===== src/rtl/cbus_arbiter.sv =====
// cbus_arbiter: shares the single cache-bus memory port between the icache
// (fetch side) and the dcache (memory side). The winner keeps the grant for
// a whole burst. Its request passes straight through to the bridge, and the
// bridge responses are routed back to it. Beats are counted so that a
// length/last mismatch raises a one-cycle burst_err pulse.
//
// Optional feature: define CBUS_ARB_RR_EN to make ties in IDLE alternate
// between the masters (round robin). Without it, dcache always wins a tie.
module cbus_arbiter #(
  parameter  int LEN_W  = 4,
  parameter  int DATA_W = 32,
  localparam int STRB_W = DATA_W / 8,
  localparam int REQ_W  = 1 + 1 + 3 + 32 + STRB_W + DATA_W + LEN_W,
  localparam int RESP_W = 2 + DATA_W
) (
  input  logic              clk,
  input  logic              reset,
  input  logic [REQ_W-1:0]  ireq,
  output logic [RESP_W-1:0] iresp,
  input  logic [REQ_W-1:0]  dreq,
  output logic [RESP_W-1:0] dresp,
  output logic [REQ_W-1:0]  oreq,
  input  logic [RESP_W-1:0] oresp,
  output logic [1:0]        owner,
  output logic              burst_err
);

  typedef enum logic [1:0] {
    IDLE   = 2'b00,
    BUSY_I = 2'b01,
    BUSY_D = 2'b10
  } state_t;

  state_t           state;
  logic [LEN_W-1:0] beats;
  logic [LEN_W-1:0] granted_len;
  logic             i_valid;
  logic             d_valid;
  logic             resp_ready;
  logic             resp_last;
  logic             pick_d;

  assign i_valid    = ireq[REQ_W-1];
  assign d_valid    = dreq[REQ_W-1];
  assign resp_ready = oresp[RESP_W-1];
  assign resp_last  = oresp[RESP_W-2];
  assign owner      = state;

  // Length of the burst currently being served, taken from the held request
  assign granted_len = (state == BUSY_D) ? dreq[LEN_W-1:0] : ireq[LEN_W-1:0];

`ifdef CBUS_ARB_RR_EN
  // last_grant: 0 = icache, 1 = dcache; on a tie the other master wins
  logic last_grant;

  assign pick_d = d_valid && (!i_valid || !last_grant);

  // Remember which master took the most recent grant
  always_ff @(posedge clk) begin
    if (reset) begin
      last_grant <= 1'b0;
    end else if (state == IDLE) begin
      if (pick_d) begin
        last_grant <= 1'b1;
      end else if (i_valid) begin
        last_grant <= 1'b0;
      end
    end
  end
`else
  assign pick_d = d_valid;
`endif

  // Grant FSM, beat counter and registered burst error pulse
  always_ff @(posedge clk) begin
    if (reset) begin
      state     <= IDLE;
      beats     <= '0;
      burst_err <= 1'b0;
    end else begin
      burst_err <= 1'b0;
      unique case (state)
        IDLE: begin
          beats <= '0;
          if (pick_d) begin
            state <= BUSY_D;
          end else if (i_valid) begin
            state <= BUSY_I;
          end
        end
        BUSY_I, BUSY_D: begin
          if (resp_ready) begin
            beats <= beats + 1'b1;
            if ((resp_last && (beats != granted_len)) ||
                (!resp_last && (beats == granted_len))) begin
              burst_err <= 1'b1;
            end
            if (resp_last) begin
              state <= IDLE;
            end
          end
        end
        default: begin
          state <= IDLE;
        end
      endcase
    end
  end

  // Route the owner's request out and the bridge response back to it
  always_comb begin
    oreq  = '0;
    iresp = '0;
    dresp = '0;
    unique case (state)
      BUSY_I: begin
        oreq  = ireq;
        iresp = oresp;
      end
      BUSY_D: begin
        oreq  = dreq;
        dresp = oresp;
      end
      default: begin
        oreq  = '0;
      end
    endcase
  end

endmodule

===== config.mk =====
export PLATFORM = sky130hd
export DESIGN_NAME = cbus_arbiter
export DESIGN_NICKNAME = d
export VERILOG_FILES = /design/src/rtl/cbus_arbiter.sv
export SDC_FILE = /design/constraint.sdc
export NUM_CORES = 1
export LEC_CHECK = 0
export CELL_PAD_IN_SITES_DETAIL_PLACEMENT = 0
export CELL_PAD_IN_SITES_GLOBAL_PLACEMENT = 1
export CORE_MARGIN = 2
export CORE_UTILIZATION = 11
export CTS_CLUSTER_SIZE = 24
export DETAILED_ROUTE_END_ITERATION = 10
export PLACE_DENSITY = 0.78
export SYNTH_ARGS = -nofsm -noshare
export SYNTH_HDL_FRONTEND = slang
export SYNTH_SLANG_ARGS = --single-unit

===== constraint.sdc =====
create_clock -name clk -period 1.6 [get_ports clk]
set_input_delay 0.24 -clock clk [delete_from_list [all_inputs] [get_ports clk]]
set_output_delay 0.24 -clock clk [all_outputs]
set_load 0.02 [all_outputs]

---- Word-level counts from Yosys, hierarchy flattened ----
Cells that the tools add are included.
storage, ports and cells
  bits in writable memories ............... 0
  register bits ........................... 7
  ROM bits ................................ 0
  memories ................................ 0
  output and inout port bits .............. 148
  input port bits ......................... 190
  word-level logic and storage cells ...... 35
  latch bits .............................. 0
operators by class
  multiply operators ...................... 0
  add/subtract/negate cells ............... 1
  reductions and logical operators ........ 10
  multiplexer cells ....................... 12
  divide/modulo/power cells ............... 0
  bitwise logic cells ..................... 2
  $lt $le $gt $ge ......................... 0
  eq/ne operators ......................... 7
  shift-type cells ........................ 0
operators by type and width
  kind                                                  number
  one-hot mux 77 bit (2 select lines)                   1
  two-way mux 34 bit                                    2
  two-way mux 2 bit                                     4
  two-way mux 4 bit                                     2
  one-hot mux 4 bit (2 select lines)                    1
  adder 4 x 1 -> 4 bit (second input constant)          1
  equality test 4 bit                                   1
  inequality test 2 bit (second input constant)         2
  inequality test 4 bit                                 1
  one-hot mux 2 bit (2 select lines)                    1
  inequality test 3 bit (second input constant)         1
  AND reduction 3 bit                                   1
  OR reduction 3 bit                                    1
  equality test 2 x 1 -> 1 bit (second input constant)  1
  equality test 2 bit (second input constant)           1
  logical AND 1 bit                                     2
  logical NOT 2 bit                                     1
  NOT 1 bit                                             2
  AND reduction 2 bit                                   1
  nonzero test 2 bit                                    1
  OR reduction 2 bit                                    1
  logical NOT 1 bit                                     1
  logical OR 1 bit                                      1
  two-way mux 1 bit                                     1

---- Logic depth before layout (Yosys ltp) ----
Gate-level depths: netlist of the first run.
  depth after elaboration ................. 6
  gate-level depth with buffers ........... 7
  mapped depth without buffers ............ 6

---- Worst setup path before layout of the first run ----
No wires, ideal clock.
  path type ............................... register to output
  start ................................... register state[0] (netlist: owner[0])
  end ..................................... output port oreq[0]
  cell stages (with the launch flop) ...... 6
  slack ................................... -0.431 ns
  buffers on the path ..................... 2
  arrival ................................. 1.791 ns
  required time ........................... 1.360 ns
  path through ............................ dfxtp_1 inv_1 ha_1 clkbuf_1 clkbuf_1 nor2b_1
between the ends
  longest elaborated chain between the ends .. 2
  elaborated cells on any way between the ends .. 3
  those cells by class .................... 2 x eq/ne; 1 x mux
ends and longest elaborated chain
  what                                                                        RTL line  source
  start, declared                                                             34        state_t state;
  start signal, assigned                                                      77        state <= IDLE;
  start signal, assigned                                                      86        state <= BUSY_D;
  start signal, assigned                                                      88        state <= BUSY_I;
  equality test 2 bit / equality test 2 x 1 -> 1 bit (equally long branches)  115       unique case (state)
  one-hot mux 77 bit (2 select lines) *                                       115
  end, declared                                                               22        output logic [REQ_W-1:0] oreq,
Mark *: on every way between the ends. The rest lies on a longest branch, timed or not.

---- Worst setup path after layout of the first run ----
  start ................................... register state[0] (netlist: owner[0])
  end ..................................... output port oreq[62]
Same word-level chain as after synthesis.

==> results of run 1 <==
## state kept, by name (all words and copies together), names as in the netlist
register   count
beats          4
owner          2
burst_err      1
## layout by cell type (no fill, tap or decap), types with 2 or more instances in the layout
| cell | instances |
|---|---|
| sky130_fd_sc_hd__and2_1 | 56 |
| sky130_fd_sc_hd__nor2b_2 | 51 |
| sky130_fd_sc_hd__xnor2_1 | 4 |
| sky130_fd_sc_hd__buf_12 | 16 |
| sky130_fd_sc_hd__ha_4 | 3 |
| sky130_fd_sc_hd__nor2b_1 | 4 |
| sky130_fd_sc_hd__nor3_1 | 2 |
| sky130_fd_sc_hd__buf_2 | 23 |
| sky130_fd_sc_hd__o21ai_0 | 2 |
| sky130_fd_sc_hd__nand2_1 | 5 |
| sky130_fd_sc_hd__dfxtp_1 | 5 |
| sky130_fd_sc_hd__nor2_1 | 5 |
| sky130_fd_sc_hd__a22oi_1 | 13 |
| sky130_fd_sc_hd__buf_4 | 73 |
| sky130_fd_sc_hd__and2_4 | 12 |
| sky130_fd_sc_hd__a21oi_1 | 5 |
| sky130_fd_sc_hd__mux2i_1 | 2 |
| sky130_fd_sc_hd__clkdlybuf4s50_1 | 191 |
| sky130_fd_sc_hd__mux2i_4 | 4 |
| sky130_fd_sc_hd__nand2b_1 | 2 |
| sky130_fd_sc_hd__buf_6 | 67 |
| sky130_fd_sc_hd__clkbuf_16 | 11 |
| sky130_fd_sc_hd__clkbuf_2 | 12 |
| sky130_fd_sc_hd__buf_8 | 5 |
| sky130_fd_sc_hd__nor2b_4 | 23 |
| sky130_fd_sc_hd__a22oi_2 | 64 |
## where the power goes
part | switching, W | leakage (nW) | total (W) | internal, W
clock | 0.0000986 | 0.0382 | 0.000431 | 0.000332
sequential | 0.0000179 | 0.0579 | 0.000208 | 0.000190
combinational | 0.00162 | 2.64 | 0.00378 | 0.00216
## metrics by stage
stage | total power (W) | hold WS [ns] | TNS, ns
after floorplan | 0.00180 | 0.379 | -4.62
after global placement | 0.00330 | 0.531 | -46.77
after detailed placement | 0.00330 | 0.552 | -49.42
after CTS | 0.00384 | 0.558 | -27.57
after global routing | 0.00469 | 0.581 | -27.28
final | 0.00442 | 0.561 | -19.12
## per-layer routing
| metal | vias to the layer above | global-route usage |
|---|---|---|
| li1 | 1827 | - |
| met1 | 1678 | 0.146 |
| met2 | 177 | 0.221 |
| met3 | 2 | 0.0336 |
| met4 | 0 | 0.0216 |
| met5 | - | 0 |
## area by class of cell
cell class	instances	share of cell area
inverter	2	0.00211
timing repair buffer	398	0.567
tap	234	0.0411
sequential	7	0.0204
clock buffer	4	0.0111
multi-input combinational	267	0.358
## timing repair
action	in CTS	in global routing
cloned	2	13
pin swaps	4	13
setup endpoints to repair	147	151
buffers inserted	6	12
resized for setup	487	353
## critical path: cells and delay by family, from the launching register on
kind	cells	cell delay, ns
buffers and inverters	3	0.50
DFF	1	0.39
adders and majority gates	1	0.37
and+or+nand+nor	1	0.13
## synth_stat cells
library cell / number / share of area
sky130_fd_sc_hd__xnor2_1: 4 / 0.017
sky130_fd_sc_hd__nand2_1: 5 / 0.0090
sky130_fd_sc_hd__dfxtp_1: 7 / 0.067
sky130_fd_sc_hd__mux2i_1: 6 / 0.029
sky130_fd_sc_hd__nand2b_1: 2 / 0.0060
sky130_fd_sc_hd__ha_1: 5 / 0.030
sky130_fd_sc_hd__a32oi_1: 1 / 0.0042
sky130_fd_sc_hd__buf_1: 7 / 0.013
sky130_fd_sc_hd__a31oi_1: 1 / 0.0030
sky130_fd_sc_hd__o21ai_0: 2 / 0.0048
sky130_fd_sc_hd__nor2_1: 5 / 0.0090
sky130_fd_sc_hd__inv_1: 2 / 0.0036
sky130_fd_sc_hd__a22oi_1: 77 / 0.28
sky130_fd_sc_hd__nor2b_1: 78 / 0.23
sky130_fd_sc_hd__a211oi_1: 1 / 0.0036
sky130_fd_sc_hd__buf_6: 1 / 0.0054
sky130_fd_sc_hd__and2_1: 68 / 0.20
sky130_fd_sc_hd__buf_2: 1 / 0.0024
sky130_fd_sc_hd__clkbuf_1: 26 / 0.047
sky130_fd_sc_hd__a21oi_1: 5 / 0.012
sky130_fd_sc_hd__nor4_2: 1 / 0.0060
sky130_fd_sc_hd__nand3_1: 1 / 0.0024
sky130_fd_sc_hd__or3_1: 1 / 0.0030
sky130_fd_sc_hd__and4_1: 1 / 0.0042
sky130_fd_sc_hd__a21o_1: 1 / 0.0036
sky130_fd_sc_hd__nor3_1: 2 / 0.0048
## worst max path at each step
stage	endpoint
detailed placement	oreq[15]
finish	oreq[62]
floorplan	oreq[36]
global route	burst_err$_SDFF_PP0_
CTS	oreq[7]
global placement	oreq[15]
## cells by family (layout without fill, tap and decap cells)
family,after synthesis,in the layout,share of synthesized area
simple gates,164,164,0.480
xor+xnor,4,4,0.0167
fa+ha+maj,5,5,0.0299
compound gates,88,88,0.307
buf+inv,37,404,0.0705
mux,6,6,0.0287
flops,7,7,0.0669
==> results.txt, run 1 <==
The standard cell area after detailed placement is 6390 um^2. The slowest stage of the critical path belongs to the cell sky130_fd_sc_hd__dfxtp_4. Power spread over the standard cell area amounts to 621 nW/um^2. The depth of the worst register-to-register path came out at 7. Routed signal wires occupy layers up through met4.

The detailed route wirelength on metal3 is 1080 um. The length of routed wiring on met1 is 6170 um. At the worst endpoint, the required time is 1.36 ns. The hold-fix buffer count after cts came out at 0.

Summed over all layers, the global routing overflow is 0. The total clock buffers created by CTS is 3. The type of the tightest min-delay check is reg -> reg. The number of nets with antenna violations after detailed routing came out at 0. The worst slew margin relative to its limit is 0.807. The number of warnings printed during yosys synthesis came out at 0.

The launch point of the worst reg-to-reg path is owner[1]$_SDFFE_PP0P_. The flow ran to the end, but the final reports show violations. The clock tree root driver cell is sky130_fd_sc_hd__clkbuf_16. The pre-CTS setup slack came out at -0.438 ns.

The wire length on met2 came out at 7830 um. The sum of routed wire length over all layers came out at 15,100 um. The slack of the worst reg-to-reg path is -0.22 ns. The net count of the finished layout is 874. The transition time at the pin with the least slew margin came out at 0.286 ns. The area of all placed cells without fillers is 7120 um^2. The number of antenna violations at the first check in global routing was 0. The launch point of the worst hold path is beats[3]$_SDFFE_PP0P_.

Entering global routing, the biggest net connects 38 pins. The final worst clock skew came out at 0.000728 ns. The quantity of I/O buffers inserted on ports came out at 337. After layout, the worst setup slack is -0.265 ns. In this run the count of I/O pins placed on the die edge is 338. After the flow finishes, the layout carries non-filler instances totaling 912. In the final routed layout, each cell accounts on average for 16.6 um. The worst stage delay on the critical path is 0.39 ns. The synthesized netlist occupies a cell area of 2090 um^2.

Clock-pin slew was measured on the worst setup and hold paths at 0.04 ns. The post-detailed-route via-to-cell ratio is 4.04. The number of placed instances, taps included, is 877. The shortest period the worst path allows is 1.86 ns. The number of fill cells came out at 1,881. For this design, the sink count on the clock tree is 7. TritonCTS built the clock tree. The number of hold violations in the final report came out at 0. The layout cell share with drive strength beyond 1 came out at 0.549. Across the whole layout, storage elements account for 145 um^2. The total count of max-transition violations in the final report was 0.

The deepest clock path buffer count came out at 2. The number of flip-flops and latches in the synthesized netlist came out at 7. The violation count after the first detailed-route iteration came out at 72. Walking the worst path, the cells encountered are inv_6, ha_4, buf_12, nor2b_2, clkdlybuf4s15_2. The total setup violations reported at the end of the flow came out at 141. The leakage power of the design is 2.73 nW. The final period utilization is 1.17. The synthesis-to-finish area growth came out at 240%. At the end of routability-driven placement, the weighted congestion stood at 0.757. The final reports fail on negative setup slack.

The via count of the first global-routing pass was 3,523. The fmax came out at 536 MHz. Data on the critical path arrives at its endpoint at 1.62 ns. The initial core utilization came out at 0.112. The netlist uses 26 different library cells. The number of antenna diodes in the final layout is 0.

The end-of-flow core utilization is 0.380. The total via count after detailed routing is 3,684. The die outline height came out at 142 um. The biggest fanout along the worst timing path is 18. The aggregate global-route resource usage came out at 0.122. The path with the worst hold slack has its endpoint at beats[3]$_SDFFE_PP0P_. The largest vdd supply drop is 0.358 mV. STA classifies the critical path startpoint as a flop. The synthesized instance count is 311. After detailed routing, the number of remaining DRC violations is 0. The critical path in this run is classified as reg -> out. The insertion delay to the later sink of the worst-skew pair is 0.23 ns. The multi-input gate area in the final layout came out at 2550 um^2. The area of the core region is 18,700 um^2. Tracing the worst setup path back leads to its startpoint at owner[0]$_SDFFE_PP0P_.

STA classifies the critical path endpoint as an output pin. The number of placement rows came out at 50. The fraction of the yosys area taken by sequential cells came out at 0.0669. The estimated wirelength of the detail-placed design is 10,500 um. The deepest level of the CTS H-tree came out at 1. Setup repair after global routing could not meet its margin everywhere. The die area is 20,200 um^2. The average cell area after synthesis came out at 6.73 um^2.

Max-cap violations in this run came to 0. The worst register-to-register path ends at burst_err$_SDFF_PP0_. The number of nets in the synthesized netlist is 506. The wire length of the first global-routing pass came out at 19,500 um. The die is 142 um wide. The iteration count of the initial detailed-routing pass came out at 3. The worst hold path depth is 2.
(Power assumes the default switching activity.)
==> run 2, diff against run 1 <==
Settings changed: SLEW_MARGIN set to 0.
==> results of run 2 <==
No change in the layout: final DEF, timing and power equal those of run 1.
==> run 3, diff against run 2 <==
Settings changed: CELL_PAD_IN_SITES_DETAIL_PLACEMENT 0 to 2, CELL_PAD_IN_SITES_GLOBAL_PLACEMENT 1 to 2, CORE_UTILIZATION 11 to 10, MAX_ROUTING_LAYER set to met4, PLACE_DENSITY 0.78 to not set, PLACE_DENSITY_LB_ADDON set to 0.1.
==> run 3 against run 2 <==
The run still ends with negative setup slack left. Cell count is 4.2% higher. Combinational power up 6.9%. Register-to-register slack better by 0.05 ns. Largest power group unchanged.
==> results.txt, run 3 (synthesis gave the netlist of run 1 again) <==
The initial core utilization is 0.103 (was 0.112). The count of unresolved DRC violations after routing is 0 (unchanged). The total clock buffers created by CTS came out at 3 (unchanged). The total count of max-transition violations in the final report is 0 (unchanged). The total setup violations reported at the end of the flow is 145 (was 141).

The end-of-flow core utilization was 0.376 (was 0.380). The cell area power density is 611 nW/um^2 (was 621 nW/um^2). The clock tree root driver cell was sky130_fd_sc_hd__clkbuf_16 (unchanged). The number of buffer and inverter instances along the worst setup path is 4 (was 3).

Run status: complete, but fails checks (unchanged). RSZ-0062 raised after global routing: true (unchanged). The wire length of the first global-routing pass is 26,300 um (was 19,500 um). The pin count of the biggest net entering global routing is 36 (was 38).

The sort of element at the start of the critical path is a flop (unchanged). The number of nets with antenna violations after detailed routing came out at 0 (unchanged). The family with the most delay on the worst path is buffers and inverters (unchanged). The clock transition at the registers of the reported paths was 0.04 ns (about the same). The slack of the worst reg-to-reg path came out at -0.17 ns (was -0.22 ns). The estimated wirelength of the detail-placed design came out at 13,700 um (was 10,500 um). The final worst clock skew came out at 0.00217 ns (was 0.000728 ns). The post-detailed-route via-to-cell ratio came to 4.14 (was 4.04). The iteration count of the initial detailed-routing pass came out at 4 (was 3). Cell breakdown of the critical path: buf_12, ha_4, buf_6, buf_16, a22oi_2, nor2b_4, buf_6 (was inv_6, ha_4, buf_12, nor2b_2, clkdlybuf4s15_2). The count of maximum capacitance violations is 0 (unchanged). The TritonCTS sink count came to 7 (unchanged). The transition time at the pin with the least slew margin came out at 0.294 ns (was 0.286 ns). The critical path depth in cells is 7 (was 5). Violated checks: negative setup slack (unchanged). The sum of routed wire length over all layers came to 19,100 um (was 15,100 um). The deepest clock path buffer count is 2 (unchanged). The biggest fanout along the worst timing path came to 11 (was 18).

The total via count after detailed routing was 3,929 (was 3,684). The number of placement rows is 52 (was 50). The die outline height is 149 um (was 142 um).

The area of the core region was 20,400 um^2 (was 18,700 um^2). The aggregate global-route resource usage is 0.159 (was 0.122). The fmax came out at 547 MHz (was 536 MHz). The worst hold path depth is 2 (unchanged). The worst hold slack across all endpoints is 0.550 ns (was 0.561 ns). The shortest period the worst path allows is 1.83 ns (was 1.86 ns). The highest-delay cell along the critical path is sky130_fd_sc_hd__dfxtp_4 (unchanged). The register name with the most flops is beats (unchanged). The largest vdd supply drop is 0.325 mV (was 0.358 mV). The insertion delay to the later sink of the worst-skew pair came to 0.23 ns (about the same). The total chip power is 0.00468 W (was 0.00442 W).

The quantity of I/O buffers inserted on ports was 337 (unchanged). The number of flip-flops under the largest register name is 4 (unchanged). The die area is 22,100 um^2 (was 20,200 um^2). The number of fill cells came out at 2,165 (was 1,881). The type of the tightest min-delay check was reg -> reg (unchanged). The via count of the first global-routing pass was 4,409 (was 3,523). The standard cell area after detailed placement came out at 6380 um^2 (was 6390 um^2).

The layout cell share with drive strength beyond 1 is 0.573 (was 0.549). Leading cell types in the layout, fill and taps excluded: 191 x sky130_fd_sc_hd__clkdlybuf4s50_1, 92 x sky130_fd_sc_hd__buf_6, 68 x sky130_fd_sc_hd__a22oi_2, 52 x sky130_fd_sc_hd__nor2b_2, 46 x sky130_fd_sc_hd__and2_1 (was 191 x sky130_fd_sc_hd__clkdlybuf4s50_1, 73 x sky130_fd_sc_hd__buf_4, 67 x sky130_fd_sc_hd__buf_6, 64 x sky130_fd_sc_hd__a22oi_2, 56 x sky130_fd_sc_hd__and2_1). The boundary pin count is 338 (unchanged). The total grt overflow came out at 0 (unchanged).

The CTS tree is done (unchanged). The leakage power of the design is 2.78 nW (was 2.73 nW). The final worst-path setup slack was -0.228 ns (was -0.265 ns).

The net count of the finished layout is 875 (was 874). The start-to-end type of the worst setup path is reg -> out (unchanged). The per-cell routed wire length is 20.1 um (was 16.6 um). The kind of end point of the critical path is an output pin (unchanged). The most common library cell in the layout ignoring fill and taps is sky130_fd_sc_hd__clkdlybuf4s50_1 (unchanged). The die extent in x was 149 um (was 142 um). The worst stage delay on the critical path came out at 0.35 ns (was 0.39 ns). The deepest level of the CTS H-tree is 1 (unchanged). The final weighted congestion in routability-driven placement came out at 0.767 (was 0.757). The worst slew margin relative to its limit is 0.803 (was 0.807). The synthesis-to-finish area growth is 266% (was 240%). The data required time of the worst path came to 1.36 ns (about the same). The depth of the worst register-to-register path was 7 (unchanged). The final period utilization came out at 1.14 (was 1.17). The area of all placed cells without fillers came out at 7660 um^2 (was 7120 um^2). The critical path's most frequent cell is sky130_fd_sc_hd__buf_6. The violation count after the first detailed-route iteration came out at 72 (unchanged). The number of hold violations in the final report is 0 (unchanged). The arrival time at the worst endpoint is 1.59 ns (was 1.62 ns). The number of antenna violations at the first check in global routing came out at 1 (was 0).
[run 3: changes by cell type in the layout (fill, tap and decap cells not counted), moves of 10 or more]
cell | previous run | this run
sky130_fd_sc_hd__buf_6 | 67 | 92
sky130_fd_sc_hd__buf_2 | 23 | 5
sky130_fd_sc_hd__buf_4 | 73 | 35
sky130_fd_sc_hd__and2_4 | 12 | 22
sky130_fd_sc_hd__buf_16 | 1 | 11
sky130_fd_sc_hd__clkdlybuf4s15_2 | 1 | 38
sky130_fd_sc_hd__and2_1 | 56 | 46
sky130_fd_sc_hd__clkbuf_2 | 12 | 0
[run 3: path summary, 6_finish.rpt]
path / to / from
hold reg to reg: beats[3]$_SDFFE_PP0P_ / beats[3]$_SDFFE_PP0P_
hold / removal: beats[3]$_SDFFE_PP0P_ / beats[3]$_SDFFE_PP0P_
setup reg to reg: burst_err$_SDFF_PP0_ / owner[1]$_SDFFE_PP0P_
setup / recovery: oreq[1] / owner[0]$_SDFFE_PP0P_
[run 3: area by class of cell]
cell class              instances  area (um^2)  share of cell area
repair buffers                399         4480               0.585
multi-input cells             267         2600               0.340
well taps                     270          338              0.0441
flip-flops and latches          7          145              0.0189
clock buffers                   4         78.8              0.0103
inverters                       2         10.0             0.00131
diodes                          1         2.50            0.000327
[run 3: where the power goes]
part / switching [W] / internal, W / leakage [nW] / total (W)
Sequential: 0.0000149 / 0.000190 / 0.0579 / 0.000204
Combinational: 0.00174 / 0.00230 / 2.68 / 0.00404
Clock: 0.0000998 / 0.000332 / 0.0382 / 0.000432
Total: 0.00186 / 0.00282 / 2.78 / 0.00468
[run 3: layer usage]
metal	global-route usage	routed length [um]	vias up
met2	0.298	10400	177
li1	-	-	1836
met4	0.0176	112	0
met3	0.0436	1500	8
met5	-	0	-
met1	0.173	7150	1908
[run 3: timing repair]
action | CTS | global route
endpoints found under the setup margin | 146 | 148
pin swaps | 37 | 26
gates resized for setup | 711 | 111
setup buffers | 8 | 12
hold buffers | 0 | 0
gates cloned | 10 | 5
[run 3: metrics by stage]
| stage | setup slack, ns | setup TNS, ns | std cells |
|---|---|---|---|
| 4_1_cts | -0.295 | -25.28 | 932 |
| 3_3_place_gp | -0.420 | -45.52 | 910 |
| 2_1_floorplan | -0.109 | -4.62 | 311 |
| 5_1_grt | -0.304 | -31.94 | 950 |
| 6_report | -0.228 | -21.86 | 950 |
| 3_5_place_dp | -0.462 | -48.95 | 910 |
[run 3: worst reg2reg max path: stages (launching register included)]
cell and delay, ns:
sky130_fd_sc_hd__dfxtp_2 0.33, sky130_fd_sc_hd__buf_6 0.11, sky130_fd_sc_hd__ha_4 0.23, sky130_fd_sc_hd__buf_12 0.17, sky130_fd_sc_hd__mux2i_4 0.25, sky130_fd_sc_hd__xnor2_2 0.09, sky130_fd_sc_hd__nor4_4 0.32, sky130_fd_sc_hd__mux2i_1 0.21
